--- src/rtl/imm_encoder.sv ---
// imm_encoder: finds a 16-bit imm/EOp pair that the immediate extender expands
// back to a 32-bit constant, falling back to a lui + zero-extend OR pair.
module imm_encoder #(
    parameter logic [3:0] MODE_MASK = 4'b1111
) (
    input  logic        clk,
    input  logic        reset,
    input  logic        in_valid,
    output logic        in_ready,
    input  logic [31:0] in_data,
    output logic        out_valid,
    input  logic        out_ready,
    output logic [15:0] out_imm,
    output logic [1:0]  out_eop,
    output logic        out_split,
    output logic        out_last
);

    typedef enum logic [2:0] {
        IDLE,
        CHK,
        EMIT,
        HI,
        LO
    } state_t;

    state_t      state_q, state_d;
    logic [1:0]  k_q, k_d;
    logic [31:0] v_q, v_d;
    logic [15:0] imm_q, imm_d;
    logic [1:0]  eop_q, eop_d;
    logic        split_q, split_d;
    logic        last_q, last_d;
    logic        valid_q, valid_d;

    logic        hit;
    logic        hit_en;
    logic [15:0] cand;

    // Test the latched word against the extender mode selected by k.
    always_comb begin
        hit  = 1'b0;
        cand = 16'h0000;
        unique case (k_q)
            2'd0: begin
                hit  = (&v_q[31:15]) | ~(|v_q[31:15]);
                cand = v_q[15:0];
            end
            2'd1: begin
                hit  = ~(|v_q[31:16]);
                cand = v_q[15:0];
            end
            2'd2: begin
                hit  = ~(|v_q[15:0]);
                cand = v_q[31:16];
            end
            2'd3: begin
                hit  = ~(|v_q[1:0]) &
                       ((&v_q[31:17]) | ~(|v_q[31:17]));
                cand = v_q[17:2];
            end
        endcase
        hit_en = hit & MODE_MASK[k_q];
    end

    // Next-state and output-register logic for the search/emit sequence.
    always_comb begin
        state_d = state_q;
        k_d     = k_q;
        v_d     = v_q;
        imm_d   = imm_q;
        eop_d   = eop_q;
        split_d = split_q;
        last_d  = last_q;
        valid_d = valid_q;
        unique case (state_q)
            IDLE: begin
                if (in_valid) begin
                    v_d     = in_data;
                    k_d     = 2'd0;
                    state_d = CHK;
                end
            end
            CHK: begin
                if (hit_en) begin
                    imm_d   = cand;
                    eop_d   = k_q;
                    split_d = 1'b0;
                    last_d  = 1'b1;
                    valid_d = 1'b1;
                    state_d = EMIT;
                end else if (k_q != 2'd3) begin
                    k_d = k_q + 2'd1;
                end else begin
                    imm_d   = v_q[31:16];
                    eop_d   = 2'b10;
                    split_d = 1'b1;
                    last_d  = 1'b0;
                    valid_d = 1'b1;
                    state_d = HI;
                end
            end
            EMIT: begin
                if (out_ready) begin
                    valid_d = 1'b0;
                    state_d = IDLE;
                end
            end
            HI: begin
                if (out_ready) begin
                    imm_d   = v_q[15:0];
                    eop_d   = 2'b01;
                    split_d = 1'b1;
                    last_d  = 1'b1;
                    state_d = LO;
                end
            end
            LO: begin
                if (out_ready) begin
                    valid_d = 1'b0;
                    state_d = IDLE;
                end
            end
            default: begin
                valid_d = 1'b0;
                state_d = IDLE;
            end
        endcase
    end

    // State and output registers with synchronous reset.
    always_ff @(posedge clk) begin
        if (reset) begin
            state_q <= IDLE;
            k_q     <= 2'd0;
            v_q     <= 32'h0;
            imm_q   <= 16'h0;
            eop_q   <= 2'b00;
            split_q <= 1'b0;
            last_q  <= 1'b0;
            valid_q <= 1'b0;
        end else begin
            state_q <= state_d;
            k_q     <= k_d;
            v_q     <= v_d;
            imm_q   <= imm_d;
            eop_q   <= eop_d;
            split_q <= split_d;
            last_q  <= last_d;
            valid_q <= valid_d;
        end
    end

    assign in_ready  = (state_q == IDLE);
    assign out_valid = valid_q;
    assign out_imm   = imm_q;
    assign out_eop   = eop_q;
    assign out_split = split_q;
    assign out_last  = last_q;

endmodule

--- config.mk ---
export PLATFORM = sky130hd
export DESIGN_NAME = imm_encoder
export DESIGN_NICKNAME = d
export VERILOG_FILES = /design/src/rtl/imm_encoder.sv
export SDC_FILE = /design/constraint.sdc
export NUM_CORES = 1
export LEC_CHECK = 0
export ABC_AREA = 1
export CORE_MARGIN = 2
export CORE_UTILIZATION = 34
export CTS_BUF_LIST = sky130_fd_sc_hd__clkbuf_4 sky130_fd_sc_hd__clkbuf_8
export DETAILED_ROUTE_END_ITERATION = 8
export PLACE_DENSITY = 0.63
export SYNTH_ARGS = -nofsm -noshare
export SYNTH_HDL_FRONTEND = slang
export SYNTH_SLANG_ARGS = --single-unit
--- constraint.sdc ---
create_clock -name clk -period 2.02 [get_ports clk]
set_input_delay 0.404 -clock clk [delete_from_list [all_inputs] [get_ports clk]]
set_output_delay 0.404 -clock clk [all_outputs]
set_load 0.02 [all_outputs]
# After elaboration in Yosys (flattened, before gate mapping)
# Cells that the tools add are included.
[classes] add_sub_neg=1 order_cmp=1 eq_ne=14 n_mux=32 bitwise=10 n_reduce_logical=19
[op_table] op="2-to-1 mux 16 bit" count=3
[op_table] op="case mux 16 bit (3 select lines)" count=1
[op_table] op="case mux 16 bit (2 select lines)" count=1
[op_table] op="OR reduction 16 bit" count=2
[op_table] op="AND reduction 17 bit" count=1
[op_table] op="OR reduction 17 bit" count=1
[op_table] op="2-to-1 mux 3 bit" count=5
[op_table] op="AND reduction 15 bit" count=1
[op_table] op="OR reduction 15 bit" count=1
[op_table] op="2-to-1 mux 2 bit" count=6
[op_table] op="case mux 3 bit (4 select lines)" count=1
[op_table] op="!= test 2 bit (second input constant)" count=5
[op_table] op="2-to-1 mux 1 bit" count=8
[op_table] op="case mux 2 bit (2 select lines)" count=2
[op_table] op="AND reduction 4 bit" count=2
[op_table] op="OR reduction 2 bit" count=4
[op_table] op="equality test 3 x 2 -> 1 bit (second input constant)" count=2
[op_table] op="NOT 1 bit" count=6
[op_table] op="AND reduction 3 bit" count=2
[op_table] op="equality test 2 bit (second input constant)" count=2
[op_table] op="case mux 1 bit (2 select lines)" count=2
[op_table] op="case mux 1 bit (4 select lines)" count=1
[op_table] op="nonzero test 2 bit" count=2
[op_table] op="equality test 3 x 1 -> 1 bit (second input constant)" count=1
[op_table] op="other kinds (13)" count=15
[totals] ff_bits=58 input_bits=36 out_inout_bits=22 elab_cells=85

# Logic depth before layout (Yosys ltp)
# Gate-level depths: netlist of the first run.
[logic_depth] ltp_word=8 depth_mapped=18 mapped_depth_nobuf=16

# Worst setup path after synthesis of the first run
# OpenSTA, ideal clock, no wires.
[synth_path] path_kind="reg2reg" start="register k_q[0]" end="register imm_q[10], in the netlist out_imm[10]" t_arrival_ns=1.693 slack_ns=0.263 path_stages_with_launch=11 n_path_buf=1 period_less_slack_ns=1.757 cell_sequence="dfxtp_1 > inv_1 > ha_1 > nor2_1 > clkbuf_1 > nand2_1 > o221ai_1 > nand4_1 > nand3_1 > nor2_1 > nor2_1"
[synth_between] elab_chain_len=5
[synth_rtl] element="from (decl)" line_no="28" rtl="logic [1:0] k_q, k_d;"
[synth_rtl] element="from (signal assigned)" line_no="144" rtl="k_q <= k_d;"
[synth_rtl] element="equality test 2 bit (tied with other cells)" line_no="44" rtl="unique case (k_q)"
[synth_rtl] element="case mux 1 bit (4 select lines) (tied with other cells)" line_no="44"
[synth_rtl] element="bitwise AND 1 bit / case mux 16 bit (3 select lines) (equally long branches)" line_no="63, 44"
[synth_rtl] element="!= test 3 bit (no source line) / 2-to-1 mux 16 bit (equally long branches)"
[synth_rtl] element="AND reduction 3 bit (no source line) / case mux 16 bit (2 select lines) (equally long branches)"
[synth_rtl] element="to (signal assigned)" line_no="146" rtl="imm_q <= imm_d;"
[synth_rtl] element="to (decl)" line_no="30" rtl="logic [15:0] imm_q, imm_d;"
# Parallel ways exist; a longest one is shown, timed or not. The select of a mux whose other input is x is not followed.
# A chain may end at the register's enable or synchronous reset.

# Worst setup path after layout of the first run
[layout_path] start="register k_q[0]" end="register last_q, in the netlist out_last"
[layout_between] elab_chain_len=5
[layout_rtl] element="equality test 2 bit (tied with other cells)" line_no="44"
[layout_rtl] element="case mux 1 bit (4 select lines) / 2-to-1 mux 1 bit (equally long branches)" line_no="44, 63"
[layout_rtl] element="bitwise AND 1 bit" line_no="63" rtl="hit_en = hit & MODE_MASK[k_q];"
[layout_rtl] element="!= test 3 bit (no source line) / 2-to-1 mux 1 bit (equally long branches)"
[layout_rtl] element="AND reduction 3 bit (no source line) / case mux 1 bit (2 select lines) (equally long branches)"
[layout_rtl] element="to (signal assigned)" line_no="149" rtl="last_q <= last_d;"
[layout_rtl] element="to (decl)" line_no="33" rtl="logic last_q, last_d;"
# Parallel ways exist; a longest one is shown, timed or not. The select of a mux whose other input is x is not followed.

==> metrics, run 1 <==
Vias/cell=between 5 and 6; first-pass GRT wire length=between 15 and 20 mm; Syn Inst Count=roughly 500; RSZ-0062 raised after global routing=yes; Antenna Nets Post-Route=0; Wirelength per Cell=approximately 14 um; placed insts=~680; post-synthesis compound-gate area fraction=16.1%; area share of and/or/nand/nor cells after synthesis=between 30% and 40%; drt total wl=9.86 mm; fin cells=between 600 and 700; Sinks on Clock Net=58; core area=around 0.0093 mm^2; clock root buffer=clkbuf_8; Peak supply drop=between 0.4 and 0.5 mV; mux contribution to synthesized area=0%; placed wire-length estimate=slightly below 7 mm; measured slew at the worst slew-check pin=about 0.4 ns; Distinct cells, synth=28; top-level I/O count=58; Data required, critical path=~2.3 ns; initial antenna violation count=0; HP Class=reg2reg; count of pins over their slew limit=0; maxcap violations=0; WP data arrival=around 2.2 ns; main combinational cell family by area after synthesis=simple AND/OR/NAND/NOR gates; die width=102 um; Tmin final=about 1.9 ns; GPL Wtd Cong=0.936; largest net degree at the start of global routing=65; adder-cell share of the synthesized area=1.54%; Post-synth top cells=104 x nand2_1, 64 x inv_1, 58 x dfxtp_1, 58 x nor2_1, 45 x nand3_1; CP Launch Type=flip-flop; Ant. Diodes=0; full die area=0.0104 mm^2; IO buf count=between 50 and 60; Synth Area per Inst=roughly 6.5 um^2; EDFF count, synth=0; Final Skew=about 0.010 ns; via count=3,520; Synth area leader=dfxtp_1; most instantiated library cell after synthesis=nand2_1; post-synthesis cell area=approximately 0.0033 mm^2; Synth async-reset ratio=0%; Final Cycle Share=94.8%; Core Rows=35; vias in the first global route=slightly above 3,000; Critical Path End Type=flip-flop; die height=102 um; DP Worst Slack=-0.139 ns; clock buffer depth=2; ys flop type=dfxtp_1; Initial Util=35.1%; power per cell area=1220 mW/mm^2; hold slack=approximately 0.48 ns; hold wc startpoint=out_valid$_SDFFE_PP0P_; initial drt markers=300; Setup WS post-layout=0.105 ns; H-tree levels=3; Static Leak=1.91 nW; P&R area growth vs syn=36.1%; Critical path origin=k_q[0]$_SDFFE_PP0P_; grt total ovfl=0; layout cells sized above 1=16.4%; TritonRoute pass-1 iters=5; post-synth top area share=35.7%; clk slew on worst S/H paths=roughly 0.07 ns; Synth warnings=0; syn nets=about 540; xor-xnor portion of the synthesized cell area=0%; critical path class=reg2reg; Yosys reg bits=between 50 and 60; critical path fanouts, max=5; TritonCTS clock tree=done; R2R Path Start=k_q[0]$_SDFFE_PP0P_; setup violators final=0; Max-Slew Margin vs Limit=about three quarters; DR DRC count=0; CTS Buf Count=9; register area share after synthesis=a little over a third; FMAX=roughly 0.52 GHz; Tot GR Track Use=roughly 18%; status=complete, no violations; CTS hold repair buffers=0; Tot Pwr=~0.0054 W; dominant cells by area after synthesis=dfxtp_1 36%, nand2_1 12%, inv_1 7.4%, nand3_1 6.9%, nor2_1 6.7%; fin nets=604; worst skew pair latency=0.34 ns; Final Hold Fails=0
-- flip-flops by register name, summed over array words and instances (netlist names) --
name	count
out_eop	2
state_q	3
out_last	1
k_q	2
out_split	1
out_imm	16
v_q	32
out_valid	1
-- layer usage --
metal	routed length [um]	global-route usage [%]	vias up
li1	-	-	1778
met1	4820	28.0	1568
met2	4100	26.5	160
met3	751	3.63	14
met4	191	5.33	0
met5	0	0	-
-- path summary, 6_finish.rpt --
path,to,slack [ns],cells past startpoint
worst max-delay path,out_last$_SDFFE_PP0P_,0.10,13
worst min-delay path,out_valid$_SDFFE_PP0P_,0.48,2
worst max register to register,out_last$_SDFFE_PP0P_,0.10,13
worst min register to register,out_valid$_SDFFE_PP0P_,0.48,2
-- logic make-up (layout without fill, tap and decap cells) --
logic type | count (synthesis) | count (layout)
and+or+nand+nor | 248 | 251
buffers and inverters | 96 | 163
AOI/OAI and AO/OA | 92 | 92
DFF | 58 | 58
adders and majority gates | 4 | 4
-- where the power goes --
group	switching, W	internal [W]
clock	0.000450	0.000568
sequential	0.000238	0.00144
combinational	0.00162	0.00110
-- final cells by class --
class	instances	area, um^2
Timing Repair Buffer	80	791
Clock buffer	13	179
Sequential cell	58	1190
Inverter	68	262
Clock inverter	2	10.0
Fill cell	977	4850
Tap cell	129	161
Multi-Input combinational cell	347	1840
-- layout by cell type (no fill, tap or decap), types with 5 or more instances in the layout --
master / n
clkdlybuf4s50_1: 56
nor2_1: 50
nor3_1: 5
o21ai_0: 32
inv_1: 61
nand2_1: 101
buf_4: 18
nand4_1: 24
dfxtp_1: 43
nand2_2: 6
o221ai_1: 15
clkbuf_8: 13
nor2_2: 10
a21oi_1: 37
dfxtp_2: 11
nand3_1: 41
-- critical path, cell delays in order, from the launching register on --
cell and delay (ns):
dfxtp_4 0.36, buf_4 0.14, ha_1 0.18, nand2_1 0.06, nor2_1 0.05, nand4_1 0.09
nand2_1 0.05, inv_1 0.06, nand2_2 0.08, nand3_2 0.10, nand3_4 0.23, buf_6 0.23
a21oi_2 0.13, nor2_1 0.05
-- repair_timing --
action | 4_1_cts | 5_1_grt
gates resized for setup | 2 | 54
pin swaps | 0 | 19
cloned | 0 | 3
endpoints found under the hold margin | 0 | 0
setup endpoints to repair | 16 | 27
setup buffers | 0 | 2
-- stage by stage --
step | util [%] | instance area [um^2] | setup TNS [ns]
floorplan | - | 3260 | 0
global placement | 43.3 | 4020 | -0.403
detailed placement | 43.3 | 4020 | -1.35
CTS | 45.5 | 4220 | 0
global route | 47.7 | 4430 | -0.127
finish | 47.7 | 4430 | 0
Note: power is estimated with default switching activity, not from simulation.
==> run 2, diff against run 1 <==
--- a/config.mk
+++ b/config.mk
@@ -11,4 +11,5 @@
 export CTS_BUF_LIST = sky130_fd_sc_hd__clkbuf_4 sky130_fd_sc_hd__clkbuf_8
 export DETAILED_ROUTE_END_ITERATION = 8
+export GPL_ROUTABILITY_DRIVEN = 0
 export PLACE_DENSITY = 0.63
 export SYNTH_ARGS = -nofsm -noshare
==> constraint.sdc (replaced) <==
create_clock -name clk -period 2.02 [get_ports clk]
set_input_delay 0.404 -clock clk [delete_from_list [all_inputs] [get_ports clk]]
set_output_delay 0.404 -clock clk [all_outputs]
set_load 0.05 [all_outputs]
==> run 2 against run 1 <==
Clock skew down 0.0036 ns. Sequential power hardly changed. Global-route usage rose by 0.58 points. First-iteration DRC count is 0.67% lower. Combinational power increased by 7.7%. Wire length fell by 1.0%. Maximum frequency decreased by 0.37%. Critical path depth decreased by 12. Largest cell class unchanged. Die area unchanged. Critical endpoint is now out_imm[1]. Non-clock buffer count shrank 4.
==> metrics, run 2 (synthesized netlist as in run 1, its figures left out) <==
Ant. Diodes=0 (unchanged); critical path class=reg2out; HP Class=reg2reg; internal power=0.00297 W (-4.4%); Sinks on Clock Net=58 (unchanged); FF/Latch Area=0.00116 mm^2 (-2.2%); hold wc startpoint=out_valid$_SDFFE_PP0P_; H-tree levels=3 (unchanged); measured slew at the worst slew-check pin=0.503 ns (+0.107 ns); count of pins over their slew limit=0 (unchanged); Wirelength per Cell=14.1 um (-0.43%); commonest non-fill, non-tap cell in the layout=nand2_1; CP max-delay cell=clkdlybuf4s50_1; Vias/cell=5.01 (-0.88%); max FFs per register=32 (unchanged); WP data arrival=1.52 ns (-0.63 ns); CP cell instances=clkdlybuf4s50_1; worst reg2reg path depth=11 (-2); met2 usage=26.9% (+0.46 points); fill count=965 (-1.2%); Hold Crit Depth=2 (unchanged); status=complete, no violations; P&R area growth vs syn=31.8%; core area=0.00928 mm^2 (unchanged); top-level I/O count=58 (unchanged); Tmin final=1.92 ns (+0.00714 ns); R2R Path Start=v_q[17]$_SDFFE_PP0P_; share of power burned in registers=29.8% (-1.2 points); maxcap violations=0 (unchanged); placed wire-length estimate=6.75 mm (+0.39%); Sw Pwr=0.00257 W (+12%); RR Endpoint=out_imm[11]$_SDFFE_PP0P_; grt total ovfl=0 (unchanged); Net Sw Frac=46.4% (+3.8 points); CTS Buf Count=9 (unchanged); layout cells sized above 1=12.8% (-3.6 points); setup violators final=0 (unchanged); Biggest register=v_q; Final Skew=0.00648 ns (-0.00357 ns); Tot GR Track Use=19.1% (+0.58 points); IO buf count=57 (unchanged); multi-input logic area=0.00179 mm^2 (-2.9%); met3 GRT Util=4.31% (+0.68 points); clock buffer depth=2 (unchanged); FMAX=0.520 GHz (-0.37%); Final Hold Fails=0 (unchanged); power per cell area=1290 mW/mm^2 (+5.8%); CP Launch Type=flip-flop; vias in the first global route=3,164 (+3.2%); fin nets=599 (-0.83%); worst path bufs/invs=1 (-2); global route hottest layer=met1; clk slew on worst S/H paths=0.06 ns (about the same); die width=102 um (unchanged); setup_tns=0 ns (unchanged); Clk pwr share=17.3% (-1.5 points); worst skew pair latency=0.34 ns (about the same); first-pass GRT wire length=15.5 mm (+1.9%); TritonCTS clock tree=done; largest net degree at the start of global routing=65 (unchanged); Tot Pwr=0.00554 W (+2.4%); Initial Util=35.1% (unchanged); Max-Slew Margin vs Limit=66.4% (-7.2 points); combinational share of power=52.8% (+2.6 points); most frequent cells in the layout=103 x nand2_1, 60 x inv_1, 56 x clkdlybuf4s50_1, 56 x dfxtp_1, 50 x nor2_1; Peak supply drop=0.458 mV (-3.1%); Top delay family on crit path=buffers and inverters; Data required, critical path=1.62 ns (-0.63 ns); TritonRoute pass-1 iters=6 (+1); Static Leak=1.86 nW (-2.6%); Setup Buffers After CTS=0 (unchanged); die height=102 um (unchanged); full die area=0.0104 mm^2 (unchanged); met1 Usage GRT=27.8% (-0.27 points); DR DRC count=0 (unchanged); Crit path largest cell delay=0.82 ns (+0.46 ns); Core Rows=35 (unchanged); initial antenna violation count=0 (unchanged); worst reg-to-reg setup slack=0.12 ns (+0.02 ns); drt total wl=9.76 mm (-1.0%); Critical Path End Type=output port; initial drt markers=298 (-0.67%); Antenna Nets Post-Route=0 (unchanged); critical path fanouts, max=2 (-3); Final Cycle Share=95.2% (+0.35 points); WHS Endpoint=out_valid$_SDFFE_PP0P_; RSZ-0062 raised after global routing=yes; clock root buffer=clkbuf_8; via count=3,469 (-1.4%)
run 2: changes by cell type in the layout (fill, tap and decap cells not counted), sizes merged:
cell / previous run / this run
buf: 23 / 20
clkinv: 4 / 5
clkinvlp: 1 / 0
dlymetal6s2s: 1 / 0
inv: 65 / 66
nand2: 111 / 110
run 2: power groups by stage:
stage                     clock network (W)  logic [W]  registers, W
after CTS                          0.000980    0.00277       0.00164
after detailed placement                  0    0.00275       0.00166
after floorplan                           0    0.00153       0.00205
final                              0.000960    0.00293       0.00165
after global placement                    0    0.00274       0.00165
after global routing                0.00104    0.00321       0.00169
run 2: worst max-delay path by stage:
stage,start,endpoint,depth (start not counted)
finish,out_imm[1]$_SDFFE_PP0P_,out_imm[1],1
global route,v_q[27]$_SDFFE_PP0P_,out_imm[12]$_SDFFE_PP0P_,14
CTS,k_q[0]$_SDFFE_PP0P_,out_imm[13]$_SDFFE_PP0P_,14
detailed placement,k_q[0]$_SDFFE_PP0P_,out_imm[7]$_SDFFE_PP0P_,9
global placement,k_q[0]$_SDFFE_PP0P_,out_imm[14]$_SDFFE_PP0P_,9
floorplan,state_q[1]$_SDFFE_PP0P_,k_q[1]$_SDFFE_PP0P_,7
run 2: area by class of cell:
class	instances	share of cell area (%)
Sequential cell	58	27.1
Inverter	68	5.95
Clock inverter	3	0.350
Multi-Input combinational cell	346	41.6
Tap cell	129	3.76
Clock buffer	13	3.73
Timing Repair Buffer	76	17.4
run 2: timing repair:
item / CTS / global route
setup endpoints to repair: 16 / 23
hold buffers: 0 / 0
pin swaps: 0 / 2
resized for setup: 1 / 25
cloned: 0 / 2
run 2: metal layers:
| layer | wire (um) | share of wire (%) |
|---|---|---|
| met5 | 0 | 0 |
| met4 | 257 | 2.6 |
| met3 | 852 | 8.7 |
| met2 | 4010 | 41 |
| met1 | 4640 | 48 |
run 2: worst reg2reg max path: stages (launching register included):
cell	delay, ns
dfxtp_1	0.43
nand2_1	0.10
inv_2	0.05
nand2_1	0.07
nor3_1	0.21
nand3_1	0.14
nand3_2	0.14
nand3_2	0.11
nand3_4	0.21
nand2_8	0.14
nor2_1	0.16
nor2_1	0.06
run 2: metrics by stage:
step	util, %	worst slack (ns)	std cells	hold WS (ns)	area, um^2
finish	46.2	0.0976	693	0.481	4290
global route	46.2	-0.0120	693	0.537	4290
CTS	45.1	0.0653	691	0.490	4190
detailed placement	43.2	-0.192	675	0.474	4010
global placement	43.2	-0.0726	675	0.471	4010
floorplan	-	0.161	498	0.459	3260
==> run 3, diff against run 2 <==
CORE_ASPECT_RATIO = 1.5   (was default)
==> run 3 against run 2 <==
Design area shrank 1.3%. Via count is 1.5% lower. Largest cell class unchanged. Register-to-register slack about the same.
==> metrics, run 3 (synthesized netlist as in run 1, its figures left out) <==
status=complete, no violations; top-level I/O count=58 (unchanged); FF/Latch Area=0.00117 mm^2 (+0.54%); worst reg-to-reg setup slack=0.13 ns (about the same); Ant. Diodes=0 (unchanged); fin nets=598 (-0.17%); drt total wl=9.20 mm (-5.8%); Data required, critical path=1.62 ns (about the same); first-pass GRT wire length=14.9 mm (-4.4%); Setup WS post-layout=0.122 ns (+0.0249 ns); maxcap violations=0 (unchanged); via count=3,416 (-1.5%); power per cell area=1300 mW/mm^2 (+0.62%); Cell Area, Placed=0.00399 mm^2 (-0.53%); IO buf count=57 (unchanged); Vias/cell=5.06 (+1.1%); Sinks on Clock Net=58 (unchanged); DP Worst Slack=-0.196 ns (-0.00450 ns); P&R area growth vs syn=30.0%; HP Class=reg2reg; FMAX=0.527 GHz (+1.3%); full die area=0.0104 mm^2 (+0.15%); Wirelength per Cell=13.6 um (-3.3%); die width=83.9 um (-18%); Antenna Nets Post-Route=0 (unchanged); Top delay family on crit path=buffers and inverters; commonest non-fill, non-tap cell in the layout=nand2_1; Final Skew=0.00887 ns (+0.00240 ns); initial drt markers=235 (-21%); clock buffer depth=2 (unchanged); clk slew on worst S/H paths=0.06 ns (about the same); max FFs per register=32 (unchanged); largest net degree at the start of global routing=65 (unchanged); initial antenna violation count=0 (unchanged); layout cells sized above 1=11.2% (-1.6 points); fill count=1,002 (+3.8%); clock root buffer=clkbuf_8; critical path fanouts, max=2 (unchanged); CTS Buf Count=9 (unchanged); Core Rows=43 (+23%); TritonCTS clock tree=done; Max-Slew Margin vs Limit=53.6% (-13 points); WP data arrival=1.49 ns (-0.03 ns); critical path class=reg2out; Biggest register=v_q; Final Hold Fails=0 (unchanged); CP cell instances=clkdlybuf4s50_1; worst skew pair latency=0.34 ns (about the same); Final Cycle Share=93.9% (-1.2 points); CTS hold repair buffers=0 (unchanged); Tot GR Track Use=17.9% (-1.1 points); post-route cell area=0.00423 mm^2 (-1.3%); grt total ovfl=0 (unchanged); CP max-delay cell=clkdlybuf4s50_1; multi-input logic area=0.00173 mm^2 (-3.4%); TritonRoute pass-1 iters=5 (-1); worst path bufs/invs=1 (unchanged); Peak supply drop=0.571 mV (+25%); vias in the first global route=3,165 (+0.032%); H-tree levels=3 (unchanged); Crit path largest cell delay=0.81 ns (about the same); Static Leak=1.86 nW (about the same); die height=124 um (+22%); setup violators final=0 (unchanged); Initial Util=35.0% (-0.090 points); Critical Path End Type=output port; placed wire-length estimate=6.64 mm (-1.6%); RSZ-0062 raised after global routing=yes; DR DRC count=0 (unchanged); most frequent cells in the layout=104 x nand2_1, 64 x inv_1, 56 x nor2_1, 56 x clkdlybuf4s50_1, 51 x dfxtp_1; measured slew at the worst slew-check pin=0.695 ns (+0.192 ns); Setup Buffers After CTS=0 (unchanged); core area=0.00931 mm^2 (+0.26%); Tmin final=1.90 ns (-0.0249 ns); CP Launch Type=flip-flop; count of pins over their slew limit=0 (unchanged)
run 3: cell types whose count changed in the layout (fill, tap and decap cells not counted), sizes merged:
cell,delta
clkinv,-1
clkinvlp,+1
inv,-1
nand2,-1
clkbuf,+1
run 3: final cells by class:
class	instances	area share, %
multi-input cells	345	40.8
flip-flops and latches	58	27.6
repair buffers	76	17.7
inverters	68	6.12
clock buffers	14	4.26
well taps	112	3.31
clock inverters	2	0.236
run 3: final timing paths:
check | startpoint | endpoint | cells past startpoint
worst min register to register | out_valid$_SDFFE_PP0P_ | out_valid$_SDFFE_PP0P_ | 2
worst max-delay path | out_imm[1]$_SDFFE_PP0P_ | out_imm[1] | 1
worst max register to register | k_q[0]$_SDFFE_PP0P_ | out_imm[3]$_SDFFE_PP0P_ | 9
worst min-delay path | out_valid$_SDFFE_PP0P_ | out_valid$_SDFFE_PP0P_ | 2
run 3: timing repair:
action | 4_1_cts | 5_1_grt
gates cloned | 0 | 1
resized for setup | 1 | 13
pin swaps | 0 | 1
setup endpoints to repair | 16 | 23
run 3: power breakdown:
group | internal (W) | total [W] | switching [W]
clock | 0.000569 | 0.00102 | 0.000449
sequential | 0.00142 | 0.00163 | 0.000204
combinational | 0.00102 | 0.00286 | 0.00183
run 3: layer usage:
layer	routed length [um]	vias to the layer above	share of wire, %	track usage (%)
li1	-	1761	-	-
met1	3990	1500	43	21.9
met2	4270	128	46	28.6
met3	614	27	6.7	4.11
met4	333	0	3.6	11.2
met5	0	-	0	0
run 3: metrics by stage:
stage	setup TNS, ns	hold WS [ns]	util, %	total power [W]	cells
final	0	0.479	45.5	0.00550	675
after floorplan	0	0.459	-	0.00358	498
after global placement	-0.798	0.465	42.8	0.00442	658
after CTS	0	0.493	44.9	0.00547	674
after detailed placement	-2.08	0.479	42.8	0.00444	658
after global routing	-0.254	0.524	45.5	0.00588	675
run 3: worst reg2reg max path, delay by kind of cell (launching register included):
kind	cells	cell delay, ns
flops	1	0.38
simple gates	6	1.08
buf+inv	1	0.07
compound gates	1	0.11
fa+ha+maj	1	0.21
